## config.mk

```make
export PLATFORM = sky130hd
export DESIGN_NAME = fill_engine
export DESIGN_NICKNAME = d
export VERILOG_FILES = /design/src/rtl/fill_pkg.sv /design/src/rtl/fill_engine_range_walker.sv /design/src/rtl/fill_engine.sv
export SDC_FILE = /design/constraint.sdc
export NUM_CORES = 1
export LEC_CHECK = 0
export BUFFER_PORTS_ARGS = -buffer_cell sky130_fd_sc_hd__buf_4
export CAP_MARGIN = 20
export CORE_AREA = 2 2 112 114
export CTS_CLUSTER_SIZE = 25
export DETAILED_ROUTE_END_ITERATION = 7
export DIE_AREA = 0 0 114 116
export GPL_ROUTABILITY_DRIVEN = 0
export SLEW_MARGIN = 20
export SYNTH_ARGS = -nofsm -noshare
export SYNTH_HDL_FRONTEND = slang
export SYNTH_SLANG_ARGS = --single-unit
```

## constraint.sdc

```tcl
create_clock -name clock -period 2 [get_ports clock]
set_input_delay 0.4 -clock clock [delete_from_list [all_inputs] [get_ports clock]]
set_output_delay 0.4 -clock clock [all_outputs]
set_load 0.01 [all_outputs]
```

## src/rtl/fill_pkg.sv

```systemverilog
// Shared opcodes and FSM state encoding for the memory fill engine.
package fill_pkg;

  localparam logic [7:0] OP_NOP      = 8'h00;
  localparam logic [7:0] OP_CLEAR    = 8'h01;
  localparam logic [7:0] OP_CLEAR_TO = 8'h02;
  localparam logic [7:0] OP_FILL     = 8'h03;
  localparam logic [7:0] OP_PATTERN  = 8'h04;

  typedef enum logic [1:0] {
    ST_IDLE = 2'd0,
    ST_RUN  = 2'd1,
    ST_DONE = 2'd2
  } state_t;

endpackage

```

## src/rtl/fill_engine_range_walker.sv

```systemverilog
// Ascending address walker with inclusive end detection; the address never
// wraps because the owner stops stepping once last_o is high.
module range_walker #(
  parameter int ADDR_W = 16,
  parameter int OFF_W  = 8
) (
  input  logic              clock,
  input  logic              reset_n,
  input  logic              load_i,
  input  logic              step_i,
  input  logic [ADDR_W-1:0] start_i,
  input  logic [ADDR_W-1:0] end_i,
  output logic [ADDR_W-1:0] addr_o,
  output logic [OFF_W-1:0]  offset_o,
  output logic              last_o
);

  logic [ADDR_W-1:0] addr_q;
  logic [ADDR_W-1:0] end_q;
  logic [OFF_W-1:0]  offset_q;

  always_ff @(posedge clock or negedge reset_n) begin
    if (!reset_n) begin
      addr_q   <= '0;
      end_q    <= '0;
      offset_q <= '0;
    end else if (load_i) begin
      addr_q   <= start_i;
      end_q    <= end_i;
      offset_q <= '0;
    end else if (step_i) begin
      addr_q   <= addr_q + ADDR_W'(1);
      offset_q <= offset_q + OFF_W'(1);
    end
  end

  assign addr_o   = addr_q;
  assign offset_o = offset_q;
  assign last_o   = (addr_q == end_q);

endmodule

```

## src/rtl/fill_engine.sv

```systemverilog
// Command-driven clear/fill/pattern engine driving the video-memory write port.
module fill_engine
  import fill_pkg::*;
#(
  parameter int ADDR_W = 16,
  parameter int DATA_W = 8
) (
  input  logic              clock,
  input  logic              reset_n,
  input  logic [7:0]        cmd,
  input  logic              cmd_valid,
  output logic              cmd_ready,
  input  logic [ADDR_W-1:0] arg_start,
  input  logic [ADDR_W-1:0] arg_end,
  input  logic [DATA_W-1:0] arg_data,
  input  logic              abort,
  output logic [ADDR_W-1:0] mem_addr,
  output logic [DATA_W-1:0] mem_data,
  output logic              mem_wren,
  output logic              busy,
  output logic              done,
  output logic              aborted,
  output logic              err
);

  state_t            state_q;
  logic              cmd_ready_q, busy_q, mem_wren_q, done_q, aborted_q, err_q;
  logic              pattern_q;
  logic [DATA_W-1:0] seed_q, mem_data_q;

  logic              accept, reject, ranged, walk_load, walk_step, walk_last;
  logic [ADDR_W-1:0] start_sel, end_sel;
  logic [DATA_W-1:0] walk_offset;

  always_comb begin
    accept    = cmd_valid && cmd_ready_q;
    ranged    = (cmd == OP_FILL) || (cmd == OP_PATTERN);
    reject    = (cmd > OP_PATTERN) || (ranged && (arg_start > arg_end));
    start_sel = ranged ? arg_start : '0;
    end_sel   = (cmd == OP_CLEAR) ? '1 : arg_end;
    walk_load = (state_q == ST_IDLE) && accept && !reject && (cmd != OP_NOP);
    walk_step = (state_q == ST_RUN) && !abort && !walk_last;
  end

  range_walker #(.ADDR_W(ADDR_W), .OFF_W(DATA_W)) u_walker (
    .clock    (clock),
    .reset_n  (reset_n),
    .load_i   (walk_load),
    .step_i   (walk_step),
    .start_i  (start_sel),
    .end_i    (end_sel),
    .addr_o   (mem_addr),
    .offset_o (walk_offset),
    .last_o   (walk_last)
  );

  always_ff @(posedge clock or negedge reset_n) begin
    if (!reset_n) begin
      state_q     <= ST_IDLE;
      cmd_ready_q <= 1'b1;
      busy_q      <= 1'b0;
      mem_wren_q  <= 1'b0;
      done_q      <= 1'b0;
      aborted_q   <= 1'b0;
      err_q       <= 1'b0;
      pattern_q   <= 1'b0;
      seed_q      <= '0;
      mem_data_q  <= '0;
    end else begin
      done_q    <= 1'b0;
      aborted_q <= 1'b0;
      err_q     <= 1'b0;
      case (state_q)
        ST_IDLE: begin
          if (accept) begin
            if (reject) begin
              err_q <= 1'b1;
            end else if (cmd == OP_NOP) begin
              state_q     <= ST_DONE;
              busy_q      <= 1'b1;
              cmd_ready_q <= 1'b0;
              done_q      <= 1'b1;
            end else begin
              state_q     <= ST_RUN;
              busy_q      <= 1'b1;
              cmd_ready_q <= 1'b0;
              mem_wren_q  <= 1'b1;
              pattern_q   <= (cmd == OP_PATTERN);
              seed_q      <= ranged ? arg_data : '0;
              mem_data_q  <= ranged ? arg_data : '0;
            end
          end
        end
        ST_RUN: begin
          // The word on the port this cycle completes even when abort is seen.
          if (abort || walk_last) begin
            state_q    <= ST_DONE;
            mem_wren_q <= 1'b0;
            done_q     <= 1'b1;
            aborted_q  <= abort;
          end else if (pattern_q) begin
            mem_data_q <= seed_q + walk_offset + DATA_W'(1);
          end
        end
        ST_DONE: begin
          state_q     <= ST_IDLE;
          busy_q      <= 1'b0;
          cmd_ready_q <= 1'b1;
        end
        default: state_q <= ST_IDLE;
      endcase
    end
  end

  assign cmd_ready = cmd_ready_q;
  assign busy      = busy_q;
  assign mem_wren  = mem_wren_q;
  assign mem_data  = mem_data_q;
  assign done      = done_q;
  assign aborted   = aborted_q;
  assign err       = err_q;

endmodule

```

# Yosys cells after proc, flatten, opt, wreduce, memory -nomap -nowiden
# Index checks and enable logic that the tools add are counted.
# W data, S select, Z words.
# totals
ff_bits	65
latch_bits	0
mem_bits_rw	0
mem_bits_ro	0
input_bits	52
output_inout_bits	30
n_memories	0
# classes
n_addsub	4
n_mul	0
div	0
magnitude_cmp	2
n_eq_ne	12
shift	0
n_mux	39
n_bitwise	2
n_reduce_logical	24
# ops
op	count
$mux W16	4
$mux W8	8
$mux W1	17
$add A16 B1 Y16 const B	1
$add A8 B1 Y8 const B	2
$eq A16 B16 Y1	1
$gt A16 B16 Y1	1
$pmux W8 S2	1
$ne A2 B2 Y1 const B	5
$add A8 B8 Y8	1
$eq A8 B1 Y1 const B	1
$eq A8 B2 Y1 const B	1
$eq A8 B3 Y1 const B	1
$gt A8 B3 Y1 const B	1
$logic_not A8 Y1	1
$mux W2	4
$pmux W1 S2	4
$reduce_bool A8 Y1	1
$logic_and A1 B1 Y1	7
$reduce_and A3 Y1	2
$reduce_and A6 Y1	1
$reduce_bool A2 Y1	3
$reduce_and A5 Y1	1
$pmux W2 S2	1
8 further kinds	13

# Logic depth before layout (Yosys ltp)
# depth
ltp_word	8
ltp_mapped	10

# Modules after synthesis
# From an unflattened synthesis, not the netlist that was laid out.
# hier_totals
hier_cells	429
area_unflattened_um2	4290.4
# by_module_without_submodules
mod	n_inst	cells_per_inst	area_per_inst_um2
fill_engine	1	237	2174.6
range_walker	1	192	2115.8

# Least setup slack after synthesis
# Ideal clock, no wire load.
# synth_timing
path_kind	input port to flip-flop
from	in arg_end[15]
to	reg u_walker.end_q[5]
setup_time_ns	0.078
arrival_time_ns	2.489
slack_ns	-0.567
cell_stages	10
n_path_buf	2
path_cell_list	inv_1 ha_1 nand4_2 or4_4 a21oi_4 a31oi_2 or4_1 buf_2 buf_6 a21oi_1
# synth_via
elab_chain_cells	6
# synth_lines
item	line_no	text
start, declared	fill_engine.sv:14	input logic [ADDR_W-1:0] arg_end,
$gt A16 B16 Y1	fill_engine.sv:38	reject = (cmd > OP_PATTERN) || (ranged && (arg_start > arg_end));
$logic_and A1 B1 Y1	fill_engine.sv:38	
$logic_or A1 B1 Y1	fill_engine.sv:38	
$logic_not A1 Y1	fill_engine.sv:41	walk_load = (state_q == ST_IDLE) && accept && !reject && (cmd != OP_NOP);
$logic_and A1 B1 Y1 (2 in a row)	fill_engine.sv:41	
end signal, assigned	fill_engine_range_walker.sv:29	end_q <= end_i;
end, declared	fill_engine_range_walker.sv:19	logic [ADDR_W-1:0] end_q;
# No other way between the ends.
# A chain may end at the register's enable or synchronous reset.

# Worst setup path in the final report
# layout_timing
from	in arg_end[5]
to	reg mem_data_q[5] (netlist: mem_data[5])
# layout_via
elab_chain_cells	5
# layout_lines
item	line_no	text
$gt A16 B16 Y1	fill_engine.sv:38	
$logic_and A1 B1 Y1	fill_engine.sv:38	
$logic_or A1 B1 Y1	fill_engine.sv:38	
$ne A2 B2 Y1 (no line)	n/a	
$reduce_and A6 Y1 (no line)	n/a	
end signal, assigned	fill_engine.sv:90	mem_data_q <= ranged ? arg_data : '0;
end signal, assigned	fill_engine.sv:102	mem_data_q <= seed_q + walk_offset + DATA_W'(1);
end, declared	fill_engine.sv:29	logic [DATA_W-1:0] seed_q, mem_data_q;
# No other way between the ends.

==> run_results.csv <==
group,metric,value,unit
pwr,p_per_area,726.2,nW/um2
routing,vias,4107,
floorplanning,die_h,116,um
final_layout,diodes,0,
global_route,grt_first_pass_wirelength,20.67,mm
clock_network,worstSkewPairLatency,0.33,ns
yosys,synth_warnings,0,
clock_network,clk_path_buf_depth,2,
outcome,violations,"negative setup slack",
routing,dr.first_iter.drc_count,199,
clock_network,clock_tree.root_cell,"clkbuf_16",
setup_path,worstPathMaxFanout,8,
global_route,grtUsageMet2,0.3389,
floorplanning,die_area,13220,um2
yosys,synth.most_common_cell,"dfrtp_1",
worst_hold_path,hold_path_class,"in -> async",
floorplanning,die_w,114,um
global_route,grt_busiest_layer,"met2",
yosys,synth_common_cells,"64 x dfrtp_1, 37 x a21oi_1, 37 x xnor2_1",
routing,antenna_left,0,
yosys,synthDistinctLibCells,53,
routing,drt_wl_total,13.16,mm
clock_network,cts.sinks,65,
setup_path,cp.arrival,2.50,ns
yosys,syn-num-nets,535,
final_layout,nFillCells,1026,
place,numPortBuffers,81,
sta,fin_crit_sh,1.148,
final_layout,drive_gt1_frac,0.4861,
sta,holdWs,0.01803,ns
yosys,synth.top_cell.area_share,0.3911,
routing,routedWlPerCell,16.55,um
final_layout,final_nets,721,
yosys,netlist_area,4095,um2
sta,fin_ws,-0.2961,ns
setup_path,cp-end-kind,"register",
global_route,grt_antenna_before_repair,0,
yosys,synthTopCellsByArea,"dfrtp_1 39%, xnor2_1 7.9%, ha_1 7.6%",
sta,finalSetupViolations,62,
sta,rsz0062_at_grt,"true",
clock_network,cts_tree,"yes",
global_route,grt_max_degree,35,
pwr,leakagePower,3.025,nW
setup_path,startpoint_type,"input port",
sta,setup-tns-final,-12.99,ns
floorplanning,rows,40,
floorplanning,core-area,11910,um2
clock_network,hold_buffers,0,
clock_network,ctsHtreeMaxLevel,3,
sta,finalMaxSlewViolations,0,
place,pre_cts_slack,-0.7526,ns
place,place_hpwl,9.694,mm
yosys,syn_inst,457,
setup_path,required,2.20,ns
sta,fin_crit,2.296,ns
yosys,synth_area_leader_cell,"dfrtp_1",
sta,finalHoldViolCount,0,
routing,drtPass1Iterations,5,
global_route,gr-usage-met1,0.2520,
flow_run,max_cap_viol_count,0,
yosys,synthArstFlopShare,1.000,
yosys,ys.flop_type,"dfrtp_1",
yosys,seq_area_frac_synth,0.3975,
global_route,grt_use_total,0.1983,
yosys,ys_seq_elements,65,
sta,fmax,435.5,MHz
floorplanning,ios,82,
clock_network,clkTransAtPathRegs,0.06,ns
outcome,status,"complete, but fails checks",
setup_path,worstSetupPathType,"in -> reg",
sta,max-slew-margin-rel,0.7015,
sta,skew,0.009207,ns
final_layout,area_growth,65.51,%
yosys,synth-edff-count,0,
yosys,syn_area_per_cell,8.961,um2
global_route,grt_use_met3,0.03661,
global_route,grt_overflow,0,
pwr,vdd_drop_max,0.4542,mV
routing,route.detailed.drc,0,
routing,via_per_inst,5.166,
clock_network,cts_made_buffers,9,
sta,worstMarginPinSlew,0.4478,ns
global_route,grt_pass1_vias,4240,
floorplanning,start_util,0.3438,
metal layers:
metal  wire length [um]  part of all wire
met1               5727              0.44
met2               6588              0.50
met3                604             0.046
met4                235             0.018
met5                  0                 0
sequential cells by signal (all words and copies together), names as in the netlist, 2 cells and up:
signal	flops
u_walker.addr_o	16
u_walker.end_q	16
mem_data	8
seed_q	8
u_walker.offset_o	8
state_q	2
kinds of logic after synthesis:
family | synth area share
mux | 0.02414
simple gates | 0.2108
fa+ha+maj | 0.08127
compound gates | 0.1460
flops | 0.3975
xor+xnor | 0.08341
buf+inv | 0.05683
metrics by stage:
step             util  std cells  power, W  area [um2]
2_1_floorplan       -        457  0.002315        4309
3_3_place_gp   0.4878        766  0.003023        5811
3_5_place_dp   0.4878        766  0.003051        5811
4_1_cts        0.5413        788  0.004843        6447
5_1_grt        0.5690        795  0.005158        6778
6_report       0.5690        795  0.004922        6778
where the power goes:
group / internal [W] / switching (W) / leakage (nW) / total [W]
sequential: 0.00152 / 0.000157 / 0.807 / 0.00168
combinational: 0.000831 / 0.000682 / 2.07 / 0.00151
clock: 0.00113 / 0.000603 / 0.151 / 0.00173
total: 0.00348 / 0.00144 / 3.02 / 0.00492
worst max-delay path, cell delays in order:
cell and delay [ns]:
buf_8 0.08, inv_4 0.03, ha_4 0.25, nand4_1 0.15
or4_4 0.58, a21oi_4 0.20, a32o_2 0.21, a21o_1 0.15
buf_12 0.15, mux2_4 0.30
path summary, 6_finish.rpt:
kind,startpoint,endpoint,slack [ns],cells past startpoint
max,arg_end[5],mem_data[5],-0.30,10
min,reset_n,busy,0.02,1
max reg2reg,cmd_ready,mem_data[5],-0.24,7
min reg2reg,busy,busy,0.50,1
max in group asynchronous,reset_n,u_walker.offset_o[1],1.43,2
min in group clock,arg_data[6],seed_q[6],0.31,3
cell usage in the layout, fill, tap and decap left out, types with 5 or more instances in the layout:
master	count
inv_1	21
nor4_1	8
nand3_1	28
nand2b_1	5
o21ai_1	6
clkbuf_16	10
mux2_4	7
buf_4	156
nand2_2	7
nand4_1	11
buf_6	28
dfrtp_1	62
nor2_1	12
nand2_1	28
ha_1	8
inv_2	5
a21oi_2	17
o21a_1	6
a21oi_1	23
nor3_1	28
inv_4	7
ha_4	16
buf_8	7
xnor2_1	37
o21ai_0	16
what timing repair did:
action                                  in CTS  in global routing
endpoints found under the setup margin      60                 63
pin swaps                                   19                 29
resized for setup                           59                 70
gates cloned                                 1                  1
buffers inserted                             5                  9
layout make-up:
cell class	instances	area, um2	area share
Multi-Input combinational cell	335	2746	0.4052
Sequential cell	65	1630	0.2405
Inverter	36	190.2	0.02806
Clock inverter	6	91.34	0.01348
Clock buffer	10	239.0	0.03526
Timing Repair Buffer	196	1697	0.2503
Tap cell	147	183.9	0.02714
(Power assumes the default switching activity.)
